File: config.mk
export PLATFORM = sky130hd
export DESIGN_NAME = divisor
export DESIGN_NICKNAME = d
export VERILOG_FILES = /design/src/rtl/divisor.sv
export SDC_FILE = /design/constraint.sdc
export NUM_CORES = 1
export LEC_CHECK = 0
export CAP_MARGIN = 10
export CORE_UTILIZATION = 40
export CTS_BUF_LIST = sky130_fd_sc_hd__clkbuf_2
export CTS_CLUSTER_SIZE = 8
export DETAILED_ROUTE_END_ITERATION = 12
export PLACE_DENSITY = 0.73
export SKIP_LAST_GASP = 1
export SYNTH_ARGS = -nofsm -noshare
export SYNTH_HDL_FRONTEND = slang
export SYNTH_SLANG_ARGS = --single-unit
export TNS_END_PERCENT = 10
File: constraint.sdc
create_clock -name Clk -period 2.92 [get_ports Clk]
set_input_delay 0.584 -clock Clk [delete_from_list [all_inputs] [get_ports Clk]]
set_output_delay 0.584 -clock Clk [all_outputs]
set_load 0.02 [all_outputs]
File: src/rtl/divisor.sv
// divisor: sequential unsigned restoring (shift-subtract) divider.
// Produces one quotient bit per clock. St starts an operation from IDLE.
// Done pulses for one cycle when Quociente/Resto/DivZero have just been updated.
// A zero divisor finishes immediately with an all-ones quotient and Resto = Dividendo.
module divisor #(
  parameter int WIDTH = 16
) (
  input  logic             Clk,
  input  logic             Reset,
  input  logic [WIDTH-1:0] Dividendo,
  input  logic [WIDTH-1:0] Divisor,
  input  logic             St,
  output logic [WIDTH-1:0] Quociente,
  output logic [WIDTH-1:0] Resto,
  output logic             Busy,
  output logic             Done,
  output logic             DivZero
);

  localparam int CW = $clog2(WIDTH + 1);

  typedef enum logic [1:0] {
    S_IDLE = 2'd0,
    S_RUN  = 2'd1,
    S_DONE = 2'd2
  } state_t;

  state_t r_state;
  state_t w_next_state;

  logic [CW-1:0]    r_cnt;
  logic [WIDTH-1:0] r_q;
  logic [WIDTH-1:0] r_d;
  // The partial remainder is always < divisor, so its top bit is provably zero;
  // only the trial difference needs the extra bit.
  logic [WIDTH-1:0] r_rem;

  logic [WIDTH:0]   w_rem_sh;
  logic [WIDTH:0]   w_trial;
  logic [WIDTH-1:0] w_rem_next;
  logic [WIDTH-1:0] w_q_next;
  logic             w_last;
  logic             w_div_zero;

  assign w_rem_sh   = {r_rem, r_q[WIDTH-1]};
  assign w_trial    = w_rem_sh - {1'b0, r_d};
  assign w_rem_next = w_trial[WIDTH] ? w_rem_sh[WIDTH-1:0] : w_trial[WIDTH-1:0];
  assign w_q_next   = {r_q[WIDTH-2:0], ~w_trial[WIDTH]};
  assign w_last     = (r_cnt == CW'(WIDTH - 1));
  assign w_div_zero = (Divisor == '0);

  assign Busy = (r_state == S_RUN);
  assign Done = (r_state == S_DONE);

  // State register.
  always_ff @(posedge Clk or negedge Reset) begin
    if (!Reset) begin
      r_state <= S_IDLE;
    end else begin
      r_state <= w_next_state;
    end
  end

  // Next-state logic: start from IDLE, WIDTH steps in RUN, one cycle in DONE.
  always_comb begin
    w_next_state = r_state;
    case (r_state)
      S_IDLE: begin
        if (St) begin
          w_next_state = w_div_zero ? S_DONE : S_RUN;
        end
      end
      S_RUN: begin
        if (w_last) begin
          w_next_state = S_DONE;
        end
      end
      S_DONE: begin
        w_next_state = S_IDLE;
      end
      default: begin
        w_next_state = S_IDLE;
      end
    endcase
  end

  // Datapath: operand capture, shift-subtract steps and result registers.
  always_ff @(posedge Clk or negedge Reset) begin
    if (!Reset) begin
      r_cnt     <= '0;
      r_q       <= '0;
      r_d       <= '0;
      r_rem     <= '0;
      Quociente <= '0;
      Resto     <= '0;
      DivZero   <= 1'b0;
    end else begin
      case (r_state)
        S_IDLE: begin
          if (St) begin
            r_q   <= Dividendo;
            r_d   <= Divisor;
            r_rem <= '0;
            r_cnt <= '0;
            if (w_div_zero) begin
              Quociente <= '1;
              Resto     <= Dividendo;
              DivZero   <= 1'b1;
            end
          end
        end
        S_RUN: begin
          r_cnt <= r_cnt + CW'(1);
          r_q   <= w_q_next;
          r_rem <= w_rem_next;
          if (w_last) begin
            Quociente <= w_q_next;
            Resto     <= w_rem_next;
            DivZero   <= 1'b0;
          end
        end
        default: begin
        end
      endcase
    end
  end

endmodule

==> impl_summary.log, run 1 <==
[metrics] result of the run: finished, violations left
[metrics] failing checks: design-rule violations
[metrics] clock-pin slew of the registers on the worst-case setup and hold paths: 250 ps
[metrics] post-route clock period utilization: 0.9724
[metrics] number of max-slew violations in the final report: 0
[metrics] type of the worst min-delay path: input pin to async pin
[metrics] peak fanout along the critical path: 9
[metrics] Critical Path AT: approximately 3300 ps
[metrics] die extent in x: ~110 um
[metrics] number of iterations in the first detailed-routing pass: 9
[metrics] Leak: ~2.6 nW
[metrics] number of nets at the end of the flow: between 600 and 700
[metrics] type of destination of the critical path: flip-flop
[metrics] first-pass GRT wire length: ~22,000 um
[metrics] area growth from synthesis to layout: 20.79%
[metrics] count of distinct cell types in the synthesized netlist: 65
[metrics] via count: 4,253
[metrics] number of warnings reported in the yosys synthesis log: 0
[metrics] count of routing violations after the opening detailed-route iteration: ~300
[metrics] post-synthesis cell area: 4845 um^2
[metrics] all-layer global routing usage: 0.2212
[metrics] Starting Density: 0.4172
[metrics] switching power as a share of total power: 0.4865
[metrics] leading post-synthesis cells by cell area: sky130_fd_sc_hd__dfrtp_1 45%, sky130_fd_sc_hd__nand2_1 8.3%, sky130_fd_sc_hd__o21ai_0 6.1%
[metrics] Main synth FF type: sky130_fd_sc_hd__dfrtp_1
[metrics] Boundary Pins: 70
[metrics] slew at the pin closest to its max-slew limit: around 700 ps
[metrics] critical path data required time: roughly 3400 ps
[metrics] kind of launch point of the worst setup path: flip-flop
[metrics] register bit total from synthesis: 88
[metrics] IO buf count: 69
[metrics] Power Density: roughly 1400 nW/um^2
[metrics] clock sink count: between 80 and 90
[metrics] postcts setup bufs: 0
[metrics] share of total power in the clock network: 0.070
[metrics] DP HPWL: between 9000 and 10,000 um
[metrics] drt via density: 5.716
[metrics] root buf cell: sky130_fd_sc_hd__clkbuf_2
[metrics] Rel. slew slack: 0.5334
[metrics] share of final-layout standard cells stronger than drive strength 1: 0.09667
[metrics] number of core rows: 39
[metrics] ANT nets after route: 0
[metrics] Switch Pwr: just under 0.004 W
[metrics] Core Footprint: 11,610 um^2
[metrics] die outline height: approximately 110 um
[metrics] number of antenna violations at the first check in global routing: 1
[metrics] final setup violation count: 0
[metrics] Post-Route Hold Slack: 40.34 ps
[metrics] pin count of the biggest net entering global routing: 54
[metrics] EDFF count, synth: 0
[metrics] average instance area after synthesis: between 9 and 10 um^2
[metrics] number of global-route vias before repair: between 4,000 and 5,000
[metrics] total clock buffers created by CTS: 9
[metrics] cell types with the highest counts after synthesis: 107 x sky130_fd_sc_hd__nand2_1, 88 x sky130_fd_sc_hd__dfrtp_1, 59 x sky130_fd_sc_hd__o21ai_0, 27 x sky130_fd_sc_hd__inv_1, 24 x sky130_fd_sc_hd__clkbuf_1
[metrics] maximum count of clock buffers along a single path: 2
[metrics] fraction of power consumed by combinational cells: 0.652
[metrics] cell taking the most area after synthesis: sky130_fd_sc_hd__dfrtp_1
[metrics] Crit Path Category: flip-flop to flip-flop
[metrics] fraction of registers with async set/reset: 1.000
[metrics] die area: 12,560 um^2
[metrics] post-detailed-route DRC marker count: 2
[metrics] average wire length per cell after detail routing: around 18 um
[metrics] area share of the largest cell type after synthesis: 0.4545
[metrics] final estimated routing congestion in global placement: 0.8960
[metrics] setup repair after global routing missed its margin: yes
[metrics] cell internal pwr: a little over 0.004 W
[metrics] sequential area share after synthesis: 0.4545
[metrics] highest achievable clock rate: between 300 and 400 MHz
[metrics] overall power after layout: approximately 0.008 W
[metrics] peak supply drop: 697.5 uV
[metrics] CTS H-tree depth: 3
[metrics] final worst-path setup slack: 80.59 ps
[metrics] clock latency at the later pin of the worst-skew pair: between 500 and 600 ps
[metrics] number of instances in the synthesized netlist: 530
[metrics] register share of total power: 0.278
[metrics] synthesized net count: about 580
[metrics] GRT Residual Overflow: 0
[metrics] CTS tree: done
[metrics] final core utilization: 0.5039
[metrics] total wire length after detailed routing: about 13,000 um
[metrics] number of violations of the max-capacitance limit: 0
[metrics] most common cell in the synthesized netlist: sky130_fd_sc_hd__nand2_1
[metrics] clock period minus final worst setup slack: roughly 2800 ps
[metrics] Place WS: -17.14 ps
[metrics] Worst Clk Skew: about 29 ps
[metrics] hold violation count in the final report: 0
registers in the layout, summed over array words and instances, names as in the netlist:
signal and count:
DivZero 1, Quociente 16, Resto 16, r_cnt 5, r_d 16, r_q 16, r_rem 16, r_state 2
worst paths after layout:
kind	start	endpoint	slack (ps)	depth (start not counted)
max	r_rem[12]	Resto[7]	80	8
max in group asynchronous	Reset	r_state[0]	2230	2
min	Reset	r_rem[3]	40	1
min reg2reg	Quociente[11]	Quociente[11]	500	2
max reg2reg	r_rem[12]	Resto[7]	80	8
min in group Clk	Quociente[11]	Quociente[11]	500	2
power by group through the flow:
stage                     registers, W  logic [W]  clock network (W)
after floorplan                0.00230    0.00349                  0
after global placement         0.00222    0.00498                  0
after detailed placement       0.00224    0.00509                  0
after CTS                      0.00221    0.00512           0.000577
after global routing           0.00228    0.00572           0.000619
final                          0.00222    0.00520           0.000556
what timing repair did:
item                                   4_1_cts  5_1_grt
hold buffers                                 0        0
endpoints found under the hold margin        0        0
gates resized for setup                      1        6
setup endpoints to repair                    6       19
cell families (layout without fill, tap and decap cells):
kind of cell / Yosys count / count (layout) / synth area share
flip-flops: 88 / 88 / 0.4545
buffers and inverters: 58 / 128 / 0.05036
adder cells (fa/ha/maj): 19 / 19 / 0.05062
AND/OR/NAND/NOR: 180 / 180 / 0.1743
XOR/XNOR: 12 / 12 / 0.02170
AO/OA/AOI/OAI: 167 / 167 / 0.2348
multiplexers: 6 / 6 / 0.01369
other: 0 / 1 / 0
metal layers:
layer,GRT usage,up-vias,share of wire
met4,0.08089,0,0.023
met3,0.03402,20,0.041
met1,0.3008,2108,0.46
met2,0.3594,117,0.48
li1,-,2008,-
met5,0,-,0
final cells by class:
class                   count  area (um^2)
diodes                      1        2.502
clock inverters             6        46.29
multi-input cells         384         2434
well taps                 143        178.9
clock buffers               9        45.04
inverters                  27        101.3
fillers                  1115         5762
repair buffers             86        840.8
flip-flops and latches     88         2203
metrics by stage:
stage               cells  area [um^2]  setup TNS (ps)
finish                744         5852               0
global route          744         5852          -484.7
CTS                   743         5822               0
detailed placement    728         5728          -19.91
global placement      728         5728               0
floorplan             530         4845               0
critical path, cell delays in order (launching register included):
cell	delay (ps)
sky130_fd_sc_hd__dfrtp_1	470
sky130_fd_sc_hd__ha_1	480
sky130_fd_sc_hd__and4_4	320
sky130_fd_sc_hd__nand4_1	200
sky130_fd_sc_hd__or3_1	440
sky130_fd_sc_hd__nand3_4	130
sky130_fd_sc_hd__and2_4	210
sky130_fd_sc_hd__mux2_4	320
sky130_fd_sc_hd__o31ai_2	220
cells in the final DEF (no fill, tap or decap), types with 3 or more instances in the layout:
cell type / n
sky130_fd_sc_hd__nor2b_1: 3
sky130_fd_sc_hd__a22oi_1: 16
sky130_fd_sc_hd__nand2b_1: 4
sky130_fd_sc_hd__o211ai_1: 7
sky130_fd_sc_hd__clkbuf_2: 9
sky130_fd_sc_hd__and2_1: 3
sky130_fd_sc_hd__o21ai_0: 58
sky130_fd_sc_hd__a21oi_1: 18
sky130_fd_sc_hd__o21ai_2: 3
sky130_fd_sc_hd__a31oi_1: 3
sky130_fd_sc_hd__nor3b_1: 3
sky130_fd_sc_hd__nand2_1: 107
sky130_fd_sc_hd__xnor2_1: 9
sky130_fd_sc_hd__a41oi_1: 3
sky130_fd_sc_hd__xor2_1: 3
sky130_fd_sc_hd__a21o_1: 14
sky130_fd_sc_hd__ha_1: 18
sky130_fd_sc_hd__o2bb2ai_1: 6
sky130_fd_sc_hd__o32a_1: 8
sky130_fd_sc_hd__inv_1: 27
sky130_fd_sc_hd__nor3_1: 5
sky130_fd_sc_hd__nand3_1: 10
sky130_fd_sc_hd__dfrtp_1: 87
sky130_fd_sc_hd__o21a_1: 12
sky130_fd_sc_hd__clkdlybuf4s50_1: 68
sky130_fd_sc_hd__nor4_1: 8
sky130_fd_sc_hd__buf_4: 16
sky130_fd_sc_hd__mux2i_1: 4
sky130_fd_sc_hd__nor2_1: 14
No activity file was read; power rests on OpenSTA's default activity.
==> run 2: changes to the inputs <==
CORE_MARGIN = 5   (was default)
==> run 2 against run 1 <==
Net effect: count of clock-buffer cells in the layout is the same; setup slack improved by 15 ps; maximum frequency rose by 0.52%; clock power grew 6.3%; clock skew increased by 2.9 ps; via count decreased by 1.0%; power shrank 1.2%; non-clock buffer count down 2; global-route usage fell by 3.8 points; the flow now finishes without violations.
==> impl_summary.log, run 2 (synthesized netlist as in run 1, its figures left out) <==
[metrics] result of the run: completed
[metrics] all-layer global routing usage: 0.1829 (-0.03830)
[metrics] final setup violation count: 0 (unchanged)
[metrics] Worst Reg-to-Reg Cells: 11 (+3)
[metrics] share of final-layout standard cells stronger than drive strength 1: 0.08848 (-0.008186)
[metrics] count of filler cells inserted in the layout: 1,133 (+1.6%)
[metrics] CTS tree: done
[metrics] Rel. slew slack: 0.5511 (+0.01772)
[metrics] clock-pin slew of the registers on the worst-case setup and hold paths: 270 ps (+20 ps)
[metrics] Leak: 2.612 nW (-0.55%)
[metrics] clock latency at the later pin of the worst-skew pair: 590 ps (+30 ps)
[metrics] ANT nets after route: 0 (unchanged)
[metrics] number of iterations in the first detailed-routing pass: 5 (-4)
[metrics] kind of launch point of the worst setup path: flip-flop
[metrics] number of max-slew violations in the final report: 0 (unchanged)
[metrics] number of violations of the max-capacitance limit: 0 (unchanged)
[metrics] count of routing violations after the opening detailed-route iteration: 331 (+9.6%)
[metrics] multi-input gate area in the final layout: 2421 um^2 (-0.51%)
[metrics] die extent in x: 120.1 um (+7.1%)
[metrics] post-detailed-route DRC marker count: 0 (-2)
[metrics] root buf cell: sky130_fd_sc_hd__clkbuf_2
[metrics] total area of sequential cells: 2202 um^2 (about the same)
[metrics] hold violation count in the final report: 0 (unchanged)
[metrics] most frequent cells in the layout: 107 x sky130_fd_sc_hd__nand2_1, 88 x sky130_fd_sc_hd__dfrtp_1, 68 x sky130_fd_sc_hd__clkdlybuf4s50_1, 58 x sky130_fd_sc_hd__o21ai_0, 27 x sky130_fd_sc_hd__inv_1
[metrics] Setup crit start: r_q[15]
[metrics] Critical Path AT: 3310 ps (about the same)
[metrics] final worst-path setup slack: 95.33 ps (+14.73 ps)
[metrics] critical path data required time: 3400 ps (about the same)
[metrics] R2R Path End: Resto[0]
[metrics] commonest non-fill, non-tap cell in the layout: sky130_fd_sc_hd__nand2_1
[metrics] type of the worst min-delay path: input pin to async pin
[metrics] Worst Clk Skew: 31.70 ps (+2.904 ps)
[metrics] total clock buffers created by CTS: 9 (unchanged)
[metrics] number of antenna violations at the first check in global routing: 0 (-1)
[metrics] number of global-route vias before repair: 4,164 (-2.1%)
[metrics] GRT Residual Overflow: 0 (unchanged)
[metrics] largest stage delay on the critical path: 460 ps (-20 ps)
[metrics] sequence of cells on the critical path: inv_1 > ha_1 > inv_1 > fa_1 > a211oi_1 > o211a_1 > or3_1 > a211oi_2 > nor2_2 > o2bb2ai_1 > o32a_1
[metrics] Critical path buffers and inverters: 2 (+2)
[metrics] Starting Density: 0.4050 (-0.01213)
[metrics] postcts setup bufs: 0 (unchanged)
[metrics] number of nets at the end of the flow: 648 (-0.31%)
[metrics] peak supply drop: 532.1 uV (-24%)
[metrics] final antenna diode count: 0 (-1)
[metrics] most frequent cell on the critical path: sky130_fd_sc_hd__inv_1
[metrics] Place WS: 26.79 ps (+43.92 ps)
[metrics] IO buf count: 69 (unchanged)
[metrics] pin count of the biggest net entering global routing: 54 (unchanged)
[metrics] CTS H-tree depth: 3 (unchanged)
[metrics] CP top delay family: compound AO/OA/AOI/OAI gates
[metrics] total wire length after detailed routing: 12,720 um (-3.5%)
[metrics] worst-path cell with the longest stage delay: sky130_fd_sc_hd__dfrtp_1
[metrics] Boundary Pins: 70 (unchanged)
[metrics] die outline height: 120.1 um (+7.1%)
[metrics] Critical R2R Launch: r_q[15]
[metrics] average wire length per cell after detail routing: 17.05 um (-3.7%)
[metrics] type of destination of the critical path: flip-flop
[metrics] final estimated routing congestion in global placement: 0.8597 (-4.1%)
[metrics] first-pass GRT wire length: 21,130 um (-2.9%)
[metrics] DR WL met3: 857 um (+60%)
[metrics] uppermost layer routed: met4
[metrics] drt via density: 5.642 (-1.3%)
[metrics] area growth from synthesis to layout: 20.69% (about the same)
[metrics] clock sink count: 88 (unchanged)
[metrics] setup repair after global routing missed its margin: yes
[metrics] register-to-register path setup slack: 100 ps (about the same)
[metrics] DP HPWL: 9791 um (-1.0%)
[metrics] detailed-routing wirelength on met1: 5744 um (-4.9%)
[metrics] Crit Path Category: flip-flop to flip-flop
[metrics] number of cells on the critical path: 11 (+3)
[metrics] clock period minus final worst setup slack: 2825 ps (-14.73 ps)
[metrics] highest achievable clock rate: 354.0 MHz (+0.52%)
[metrics] Power Density: 1347 nW/um^2 (-1.1%)
[metrics] maximum count of clock buffers along a single path: 2 (unchanged)
[metrics] met2 layer wire length in the routed design: 6021 um (-4.4%)
[metrics] slew at the pin closest to its max-slew limit: 673.4 ps (-26.58 ps)
[metrics] die area: 14,410 um^2 (+15%)
[metrics] Finished Layout Cells: 746 (+0.27%)
[metrics] number of core rows: 40 (+2.6%)
[metrics] number of cells in the design after placement: 729 (+0.14%)
[metrics] post-route clock period utilization: 0.9674 (-0.005046)
[metrics] crit path capture: Resto[0]
[metrics] peak fanout along the critical path: 7 (-2)
[metrics] Core Footprint: 11,960 um^2 (+3.0%)
[metrics] via count: 4,209 (-1.0%)
run 2: changes by cell type in the layout (fill, tap and decap cells not counted), sizes merged:
cell / change
buf: -3
clkinv: -2
clkinvlp: +2
diode: -1
dlygate4sd3: +1
inv: +1
run 2: per-stage QoR:
step / hold slack, ps / total power (W) / setup TNS, ps / area, um^2 / utilization
CTS: 500.2 / 0.007849 / 0 / 5833 / 0.4877
detailed placement: 455.8 / 0.007238 / 0 / 5710 / 0.4774
floorplan: 288.4 / 0.005796 / 0 / 4845 / -
global placement: 448.2 / 0.007124 / 0 / 5710 / 0.4774
finish: 505.4 / 0.007878 / 0 / 5847 / 0.4888
global route: 491.7 / 0.008566 / -263.8 / 5847 / 0.4888
run 2: worst min-delay path by stage:
stage | start | endpoint | slack [ps] | cells past startpoint
final | Reset | Quociente[8] | 510 | 2
after CTS | Reset | Quociente[8] | 500 | 2
after floorplan | Reset | DivZero | 290 | 0
after detailed placement | Quociente[12] | Quociente[12] | 460 | 2
after global routing | Divisor[14] | r_d[14] | 490 | 3
after global placement | Quociente[11] | Quociente[11] | 450 | 2
run 2: metal layers:
layer / track usage / up-vias
met1: 0.2516 / 2043
met2: 0.2972 / 152
li1: - / 2005
met5: 0 / -
met4: 0.03436 / 0
met3: 0.04288 / 9
run 2: worst reg2reg max path, delay by kind of cell (launching register included):
kind            cells  cell delay (ps)
buf+inv             2              110
simple gates        2              510
flops               1              460
compound gates      5             1090
fa+ha+maj           2              570
run 2: report_power, final:
| group | total (W) | leakage (nW) | switching [W] | internal (W) |
|---|---|---|---|---|
| Sequential | 0.00220 | 1.08 | 0.000408 | 0.00179 |
| Combinational | 0.00509 | 1.47 | 0.00294 | 0.00214 |
| Clock | 0.000591 | 0.0579 | 0.000466 | 0.000126 |
run 2: area by class of cell:
class	count	area share
Clock buffer	9	0.007704
Tap cell	147	0.03146
Timing Repair Buffer	84	0.1417
Clock inverter	7	0.01113
Sequential cell	88	0.3766
Inverter	27	0.01733
Multi-Input combinational cell	384	0.4141
run 2: timing repair:
| item | 4_1_cts | 5_1_grt |
|---|---|---|
| gates cloned | 0 | 0 |
| setup endpoints to repair | 2 | 19 |
| hold endpoints to repair | 37 | 0 |
| hold buffers | 1 | 0 |
| gates resized for setup | 1 | 3 |
==> run 3: changes to the inputs <==
SLEW_MARGIN = 20   (was default)
==> results of run 3 <==
Same layout as run 2: the final DEF is identical, and so are final timing and power.
